**src/rtl/bounded_counter.sv**
```systemverilog
// Up/down counter with programmable inclusive bounds, step size and wrap-or-saturate mode.
// Produces a registered boundary-event pulse, a sticky overflow flag and config-error detection.
module bounded_counter #(
    parameter int unsigned      WIDTH   = 8,
    parameter int unsigned      STEP_W  = 4,
    parameter logic [WIDTH-1:0] RST_VAL = '0
) (
    input  logic              clk,
    input  logic              rst,
    input  logic              load_n,
    input  logic [WIDTH-1:0]  data_load,
    input  logic              ce,
    input  logic              up_down,
    input  logic [STEP_W-1:0] step,
    input  logic [WIDTH-1:0]  limit_lo,
    input  logic [WIDTH-1:0]  limit_hi,
    input  logic              sat_mode,
    input  logic              clr_ovf,
    output logic [WIDTH-1:0]  count_out,
    output logic              max_count,
    output logic              min_flag,
    output logic              zero_flag,
    output logic              tc_pulse,
    output logic              ovf_sticky,
    output logic              cfg_err
);

    logic [WIDTH-1:0] count_q, count_d;
    logic             tc_q, tc_d;
    logic             ovf_q, ovf_d;
    logic             evt;

    // One extra bit so neither the sum nor the lower-bound compare can wrap silently.
    logic [WIDTH:0] step_x;
    logic [WIDTH:0] up_sum;
    logic [WIDTH:0] lo_plus;
    logic [WIDTH:0] count_x;
    logic           up_evt;
    logic           dn_evt;
    logic           count_en;

    assign step_x  = (WIDTH + 1)'(step);
    assign count_x = {1'b0, count_q};
    assign up_sum  = count_x + step_x;
    assign lo_plus = {1'b0, limit_lo} + step_x;
    assign up_evt  = up_sum > {1'b0, limit_hi};
    assign dn_evt  = count_x < lo_plus;

    assign cfg_err  = limit_lo > limit_hi;
    assign count_en = ce && !cfg_err && (step != '0);

    always_comb begin
        count_d = count_q;
        evt     = 1'b0;
        if (!load_n) begin
            count_d = data_load;
        end else if (count_en) begin
            if (up_down) begin
                if (up_evt) begin
                    evt     = 1'b1;
                    count_d = sat_mode ? limit_hi : limit_lo;
                end else begin
                    count_d = up_sum[WIDTH-1:0];
                end
            end else begin
                if (dn_evt) begin
                    evt     = 1'b1;
                    count_d = sat_mode ? limit_lo : limit_hi;
                end else begin
                    count_d = count_q - step_x[WIDTH-1:0];
                end
            end
        end
        tc_d  = evt;
        // A fresh event outranks a simultaneous clear.
        ovf_d = evt | (ovf_q & ~clr_ovf);
    end

    always_ff @(posedge clk) begin
        if (rst) begin
            count_q <= RST_VAL;
            tc_q    <= 1'b0;
            ovf_q   <= 1'b0;
        end else begin
            count_q <= count_d;
            tc_q    <= tc_d;
            ovf_q   <= ovf_d;
        end
    end

    assign count_out  = count_q;
    assign tc_pulse   = tc_q;
    assign ovf_sticky = ovf_q;
    assign max_count  = count_q == limit_hi;
    assign min_flag   = count_q == limit_lo;
    assign zero_flag  = count_q == '0;

endmodule

```
**config.mk**
```make
export PLATFORM = sky130hd
export DESIGN_NAME = bounded_counter
export DESIGN_NICKNAME = d
export VERILOG_FILES = /design/src/rtl/bounded_counter.sv
export SDC_FILE = /design/constraint.sdc
export NUM_CORES = 1
export LEC_CHECK = 0
export BUFFER_PORTS_ARGS = -buffer_cell sky130_fd_sc_hd__buf_2
export CAP_MARGIN = 0
export CORE_AREA = 3 3 82 68
export CTS_BUF_LIST = sky130_fd_sc_hd__clkbuf_16
export DETAILED_ROUTE_END_ITERATION = 16
export DIE_AREA = 0 0 85 71
export PLACE_DENSITY = 0.79
export SLEW_MARGIN = 5
export SYNTH_ARGS = -nofsm -noshare
export SYNTH_HDL_FRONTEND = slang
export SYNTH_SLANG_ARGS = --single-unit
export TNS_END_PERCENT = 10
```
**constraint.sdc**
```tcl
create_clock -name clk -period 5.1 [get_ports clk]
set_input_delay 1.02 -clock clk [delete_from_list [all_inputs] [get_ports clk]]
set_output_delay 1.02 -clock clk [all_outputs]
set_load 0.005 [all_outputs]
```
Word level (Yosys, flattened, before mapping)
Cells that the tools add are included.
Widths: inputs -> output; s select.
Word-level totals
  output and inout bits: 14
  register bits after elaboration: 10
Operators by class
  bitwise logic cells: 3
  multiplexer cells: 12
  add/sub/neg operators: 3
  reduce and logical (&&, ||, !) cells: 5
  equal/unequal tests: 3
  order comparisons: 3
Operators by type and width (count)
  $mux 8: 7
  $add 8x4->9: 2
  $eq 8x8->1: 2
  $gt 9x8->1: 1
  $lt 8x9->1: 1
  $gt 8x8->1: 1
  $logic_not 8->1: 1
  $sub 8x4->8: 1
  $mux 1: 5
  $reduce_bool 4->1: 1
  $logic_and 1x1->1: 2
  $ne 2x1->1 const B: 1
  $and 1x1->1: 1
  $logic_not 1->1: 1
  $not 1->1: 1
  $or 1x1->1: 1

Longest topological paths before layout
Gate-level depths: netlist of run 1.
  depth in word-level cells: 7
  depth in mapped cells: 15

Worst setup path before layout of run 1
Ideal clock, no wire load.
  path type: input to register
  start point: in step[2]
  end point: reg count_q[4] (netlist: count_out[4])
  arrival: 4118 ps
  required time: 4978 ps
  stages on the path: 15
  setup time: 122 ps
  buffers on the path: 2
  slack: 860 ps
  cells stage by stage: inv_1 -> ha_1 -> buf_6 -> or3b_1 -> and3_1 -> o311ai_0 -> nand2_1 -> ha_1 -> a21oi_1 -> nand2_1 -> nor3_1 -> o32a_1 -> buf_6 -> mux2_4 -> a221o_1
Between the ends
  word-level cells in the longest chain between the ends: 6
  elaborated cells between the ends (all ways): 13
  those cells by class: add/sub (3); order compare (2); eq/ne (1); mux (5); reduce/logical (2)
Ends and longest elaborated chain
  from (decl): RTL line 14  | input logic [STEP_W-1:0] step,
  $add 8x4->9, on equally long branches: RTL line 45, 44
  $lt 8x9->1 or $gt 9x8->1 (tied branches): RTL line 47, 46
  $mux 8, on equally long branches: RTL line 66, 59
  $mux 8: RTL line 58  | if (up_down) begin
  $mux 8: RTL line 57  | end else if (count_en) begin
  $mux 8: RTL line 55  | if (!load_n) begin
  to (signal assigned): RTL line 85  | count_q <= count_d;
  to (decl): RTL line 28  | logic [WIDTH-1:0] count_q, count_d;
Parallel ways exist; a longest one is shown, timed or not. The select of a mux whose other input is x is not followed.
A chain may end at the register's enable or synchronous reset.

Final worst setup path of run 1
  start point: in step[1]
  end point: reg count_q[1] (netlist: count_out[1])
The elaborated chain is that of the path after synthesis.

==> reports/metrics.yaml, run 1 <==
route:
  via_per_inst: 6.11
  postRouteAntennaNets: 0
  firstDrtPassIters: 5
  drt_iter0_markers: 255
  vias: 2381
  routedWlPerCell_um: 18.2
  drcViolationCount: 0
  wl_mm: 7.09
power:
  p_clk_share_pct: 26.1
  seqPwrFrac_pct: 19.8
  peakVddDrop_v: 0.000140
  power_switching_w: 0.000227
  power_w: 0.000557
  power_density_nw_per_um2: 211
  power.internal_w: 0.000330
  combPwrFrac_pct: 54.1
  switching_share_pct: 40.7
  power.leakage_nw: 1.28
synthesis:
  synth_cell_type_count: 52
  yosys-top-cells-count: "ha_1 (35), xnor2_1 (27), inv_1 (21)"
  synth_top_area_share_pct: 19.0
  synth_top_area_cell: "ha_1"
  yosysMostFrequentCell: "ha_1"
  synth.area.top_cells: "ha_1 (19%), xnor2_1 (10%), dfxtp_1 (8.7%)"
  synth-seq-cells: 10
  avgSynthCellArea_um2: 7.99
  synth-warning-count: 0
  netlist_area_um2: 2300
  syn-num-nets: 361
  synthCells: 288
  synth_edf_count: 0
  postSynth.asyncResetShare_pct: 0
  ys_dominant_reg_cell: "dfxtp_1"
  yosysSeqAreaShare_pct: 8.70
sta:
  final_max_slew_viol_count: 0
  relSlewSlack_pct: 50.8
  hold_viol_final: 0
  finalSetupViolCount: 0
  worst_slack_ns: 0.370
  rsz0062_at_grt: "no"
  clock_skew_ns: 0.00172
  fin_crit_sh_pct: 92.7
  fmax_ghz: 0.211
  worst_pin_slew_ns: 0.732
  whs_ns: 0.475
  fin_crit_ns: 4.73
  tns_ns: 0
setup_path:
  r2r_slack_ns: 0.74
  worstPathCellList: "buf_2, inv_1, ha_1, or3b_1, and3_1, o311ai_0, nand2_1, ha_1, a21oi_1, nand2_1, nor3_1, o32a_1, buf_4, mux2_2, o32ai_1"
  crit_family: "compound AO/OA/AOI/OAI gates"
  cp.required_ns: 5.25
  end_kind: "flop"
  crit_fanout: 7
  slowest_stage: "o311ai_0"
  critPathMaxStageDelay_ns: 0.49
  path_buf_inv: 3
  crit_path_start_kind: "input pin"
  critical_path_class: "input pin to flop"
  worstPathArrival_ns: 4.88
global_routing:
  grt-ovfl-total: 0
  grt_usage_pct: 23.8
  antenna_found_initial: 0
  grt_max_degree: 23
  grt_pass1_wl_mm: 11.4
  grt_pass1_vias: 2283
status:
  status: "finished, final reports clean"
floorplan:
  die_h_um: 71
  start_util_pct: 46.8
  ios: 49
  num_rows: 23
  die_w_um: 85
  die-area_um2: 6040
  core_um2: 4920
cts:
  cts_tree: "built"
  cts_made_buffers: 3
  htree_levels: 1
  clock_sinks: 10
  clk-insertion-delay-late_ns: 0.24
  cts_setup_buffers: 0
  clock-root-buffer: "clkbuf_16"
  cts_resized: 0
  cts_max_path_buffers: 2
  clk_transition_reported_paths_ns: 0.04
  cts-hold-fix-buffers: 0
cells_and_area:
  area_delta_synth_final_pct: 14.8
  insertedDiodeCount: 0
  drive_gt1_share_pct: 19.8
  fillerInstances: 443
  nets: 402
placed_design:
  pre_cts_slack_ns: 0.214
  port_buffers: 48
  dpl.hpwl_mm: 5.77
  place.gp.congestion: 0.998
flow_run:
  drv_cap: 0
min_path:
  hp-class: "flop to flop"
[cell usage in the layout, fill, tap and decap left out, types with 3 or more instances in the layout]
cell        n
buf_2      48
ha_1       35
xnor2_1    27
inv_1      21
mux2i_1    19
nor2_1     18
nand2_1    15
nand3_1    10
nor3_1     10
dfxtp_1    10
a21oi_1     9
o21ai_0     9
nand4_1     9
a21o_1      7
nor2b_1     7
xor2_1      6
a221o_1     5
a211oi_1    5
mux2_2      5
and3_1      4
o211ai_1    4
and2_1      4
nand2b_1    3
a31oi_1     3
fa_1        3
clkbuf_16   3
[power by group through the flow]
stage | Clock, W | Sequential [W] | Combinational (W)
after floorplan | 0 | 0.0000969 | 0.000223
after global placement | 0 | 0.000110 | 0.000288
after detailed placement | 0 | 0.000111 | 0.000296
after CTS | 0.000143 | 0.000110 | 0.000298
after global routing | 0.000148 | 0.000112 | 0.000332
final | 0.000145 | 0.000110 | 0.000301
[stage by stage]
stage,util [%],instances,cell area (um^2)
finish,53.7,390,2640
global route,53.7,390,2640
CTS,53.7,390,2640
detailed placement,52.1,386,2560
global placement,52.1,386,2560
floorplan,-,288,2300
[metal layers]
layer / track usage (%) / vias to the layer above / part of all wire [%]
met5: 0 / - / 0
met4: 7.91 / 0 / 2.9
met3: 3.84 / 23 / 12
met2: 36.8 / 167 / 43
met1: 33.6 / 1061 / 42
li1: - / 1130 / -
[registers in the layout, summed over array words and instances (netlist names)]
name	flops
count_out	8
ovf_sticky	1
tc_pulse	1
[cell families (layout without fill, tap and decap cells)]
kind of cell               count (synthesis)  count (layout)  synth area share, %
and+or+nand+nor                           87              87                 19.8
xor gates and xnor gates                  33              33                 12.6
adders and majority gates                 38              38                 21.6
muxes                                     27              27                 12.5
DFF                                       10              10                 8.70
buffers and inverters                     35              75                 6.53
AOI/OAI and AO/OA                         58              58                 18.2
[path summary, 6_finish.rpt]
check | end | depth (start not counted) | from
hold / removal | ovf_sticky$_SDFF_PP0_ | 1 | ovf_sticky$_SDFF_PP0_
setup reg to reg | count_out[1]$_SDFFE_PP0P_ | 13 | count_out[1]$_SDFFE_PP0P_
hold reg to reg | ovf_sticky$_SDFF_PP0_ | 1 | ovf_sticky$_SDFF_PP0_
setup / recovery | count_out[1]$_SDFFE_PP0P_ | 15 | step[1]
[final cells by class]
| class | count | area (um^2) | share of cell area (%) |
|---|---|---|---|
| inverters | 21 | 78.8 | 2.98 |
| well taps | 62 | 77.6 | 2.94 |
| multi-input cells | 243 | 1950 | 73.9 |
| clock inverters | 1 | 3.75 | 0.142 |
| repair buffers | 50 | 255 | 9.66 |
| flip-flops and latches | 10 | 200 | 7.58 |
| clock buffers | 3 | 75.1 | 2.84 |
Power figures use the tool's default switching activity.
==> inputs of run 2 (changes only) <==
Settings changed: CORE_AREA 3 3 82 68 to 3 3 79 66, CTS_BUF_LIST sky130_fd_sc_hd__clkbuf_16 to not set, DIE_AREA 0 0 85 71 to 0 0 82 69, PLACE_DENSITY 0.79 to 0.84.
==> reports/metrics.yaml, run 2 (same netlist as run 1, synthesis figures left out) <==
status:
  status: "finished, final reports clean"  # unchanged
cts:
  clk_transition_reported_paths_ns: 0.05  # was 0.04 ns
  cts_setup_buffers: 0  # unchanged
  htree_levels: 1  # unchanged
  cts_made_buffers: 3  # unchanged
  cts-hold-fix-buffers: 0  # unchanged
  clk-insertion-delay-late_ns: 0.24  # about the same
  clock_sinks: 10  # unchanged
  cts_tree: "built"  # unchanged
  cts_max_path_buffers: 2  # unchanged
  cts_resized: 0  # unchanged
  clock-root-buffer: "clkbuf_8"  # was clkbuf_16
setup_path:
  worstPathCellList: "buf_2, inv_1, ha_1, or3b_1, and3_1, o311ai_0, nand2_1, ha_1, a21oi_1, nand2_1, nor3_1, o32a_1, mux2_4, a221o_1"  # was buf_2, inv_1, ha_1, or3b_1, and3_1, o311ai_0, nand2_1, ha_1, a21oi_1, nand2_1, nor3_1, o32a_1, buf_4, mux2_2, o32ai_1
  r2r_slack_ns: 0.86  # was 0.74 ns
  crit_path_start_kind: "input pin"  # unchanged
  crit_fanout: 8  # was 7
  end_kind: "flop"  # unchanged
  path_buf_inv: 2  # was 3
  cp_num_cells: 14  # was 15
  cp.required_ns: 5.22  # was 5.25 ns
  crit_family: "compound AO/OA/AOI/OAI gates"  # unchanged
  slowest_stage: "o32a_1"  # was o311ai_0
  worstPathArrival_ns: 4.76  # was 4.88 ns
  rr_endpoint: "count_out[4]$_SDFFE_PP0P_"  # was count_out[1]$_SDFFE_PP0P_
  r2r_start: "count_out[2]$_SDFFE_PP0P_"  # was count_out[1]$_SDFFE_PP0P_
  critPathMaxStageDelay_ns: 0.50  # was 0.49 ns
  critical_path_class: "input pin to flop"  # unchanged
  worstRegToRegCells: 12  # was 13
power:
  power.leakage_nw: 1.27  # was 1.28 nW
  power_w: 0.000513  # was 0.000557 W
  peakVddDrop_v: 0.0000711  # was 0.000140 V
  power_density_nw_per_um2: 196  # was 211 nW/um^2
sta:
  relSlewSlack_pct: 51.2  # was 50.8%
  final_max_slew_viol_count: 0  # unchanged
  clock_skew_ns: 0.00115  # was 0.00172 ns
  fmax_ghz: 0.215  # was 0.211 GHz
  fin_crit_ns: 4.64  # was 4.73 ns
  worst_pin_slew_ns: 0.725  # was 0.732 ns
  rsz0062_at_grt: "no"  # unchanged
  fin_crit_sh_pct: 91.1  # was 92.7%
  hold_viol_final: 0  # unchanged
  finalSetupViolCount: 0  # unchanged
  tns_ns: 0  # unchanged
route:
  drt_iter0_markers: 288  # was 255
  wl_mm: 7.06  # was 7.09 mm
  routedWlPerCell_um: 18.1  # was 18.2 um
  via_per_inst: 6.04  # was 6.11
  vias: 2348  # was 2,381
  drcViolationCount: 0  # unchanged
  firstDrtPassIters: 4  # was 5
  postRouteAntennaNets: 0  # unchanged
cells_and_area:
  largest_reg_flops: 8  # unchanged
  final_common_cell: "buf_2"  # unchanged
  nets: 403  # was 402
  drive_gt1_share_pct: 20.4  # was 19.8%
  area_delta_synth_final_pct: 14.0  # was 14.8%
  layout_common_cells: "buf_2 (48), ha_1 (35), xnor2_1 (27)"  # unchanged
  fillerInstances: 418  # was 443
  insertedDiodeCount: 0  # unchanged
floorplan:
  die-area_um2: 5660  # was 6040 um^2
  die_w_um: 82  # was 85 um
  ios: 49  # unchanged
  core_um2: 4510  # was 4920 um^2
  start_util_pct: 51.0  # was 46.8%
  die_h_um: 69  # was 71 um
  num_rows: 22  # was 23
global_routing:
  grt-ovfl-total: 0  # unchanged
  grt_pass1_wl_mm: 11.5  # was 11.4 mm
  grt_pass1_vias: 2300  # was 2,283
  antenna_found_initial: 0  # unchanged
  grt_usage_pct: 25.9  # was 23.8%
  grt_max_degree: 23  # unchanged
min_path:
  worstHoldEndpoint: "ovf_sticky$_SDFF_PP0_"  # unchanged
  worstHoldStart: "ovf_sticky$_SDFF_PP0_"  # unchanged
  hp-class: "flop to flop"  # unchanged
  whs_path_depth: 1  # unchanged
placed_design:
  place.gp.congestion: 0.954  # was 0.998
  port_buffers: 48  # unchanged
  dpl.hpwl_mm: 5.82  # was 5.77 mm
flow_run:
  drv_cap: 0  # unchanged
-- run 2: changes by cell type in the layout (fill, tap and decap cells not counted), sizes merged --
| cell | before | now |
|---|---|---|
| clkbuf | 3 | 4 |
| buf | 50 | 51 |
| clkinv | 1 | 0 |
-- run 2: area by class of cell --
type,instances,area (um^2),area share [%]
Clock buffer,4,55.1,2.10
Inverter,21,78.8,3.01
Multi-Input combinational cell,243,1950,74.4
Sequential cell,10,200,7.63
Tap cell,60,75.1,2.86
Timing Repair Buffer,51,263,10.0
-- run 2: per-stage QoR --
| stage | instance area, um^2 | utilization [%] | std cells | setup WS [ns] | hold WS [ns] |
|---|---|---|---|---|---|
| CTS | 2620 | 58.1 | 389 | 0.503 | 0.499 |
| detailed placement | 2570 | 56.9 | 385 | 0.259 | 0.455 |
| floorplan | 2300 | - | 288 | 0.860 | 0.466 |
| global placement | 2570 | 56.9 | 385 | 0.367 | 0.454 |
| finish | 2620 | 58.1 | 389 | 0.456 | 0.506 |
| global route | 2620 | 58.1 | 389 | 0.163 | 0.522 |
-- run 2: worst max-delay path by stage --
stage | start | to | slack, ns
after floorplan | step[2] | count_out[4]$_SDFFE_PP0P_ | 0.86
after global placement | step[1] | count_out[5]$_SDFFE_PP0P_ | 0.37
after detailed placement | step[1] | count_out[4]$_SDFFE_PP0P_ | 0.26
after CTS | step[1] | count_out[4]$_SDFFE_PP0P_ | 0.50
after global routing | step[1] | count_out[4]$_SDFFE_PP0P_ | 0.16
final | step[2] | count_out[4]$_SDFFE_PP0P_ | 0.46
-- run 2: power by group --
| part | internal, W | switching (W) | leakage, nW |
|---|---|---|---|
| logic | 0.000142 | 0.000165 | 1.16 |
| clock network | 0.0000680 | 0.0000322 | 0.0288 |
| registers | 0.0000853 | 0.0000201 | 0.0825 |
-- run 2: per-layer routing --
layer / global-route usage, % / vias up / share of wire, %
li1: - / 1131 / -
met1: 38.0 / 1077 / 44
met2: 39.2 / 128 / 45
met3: 3.92 / 12 / 10
met4: 6.46 / 0 / 1.2
met5: 0 / - / 0
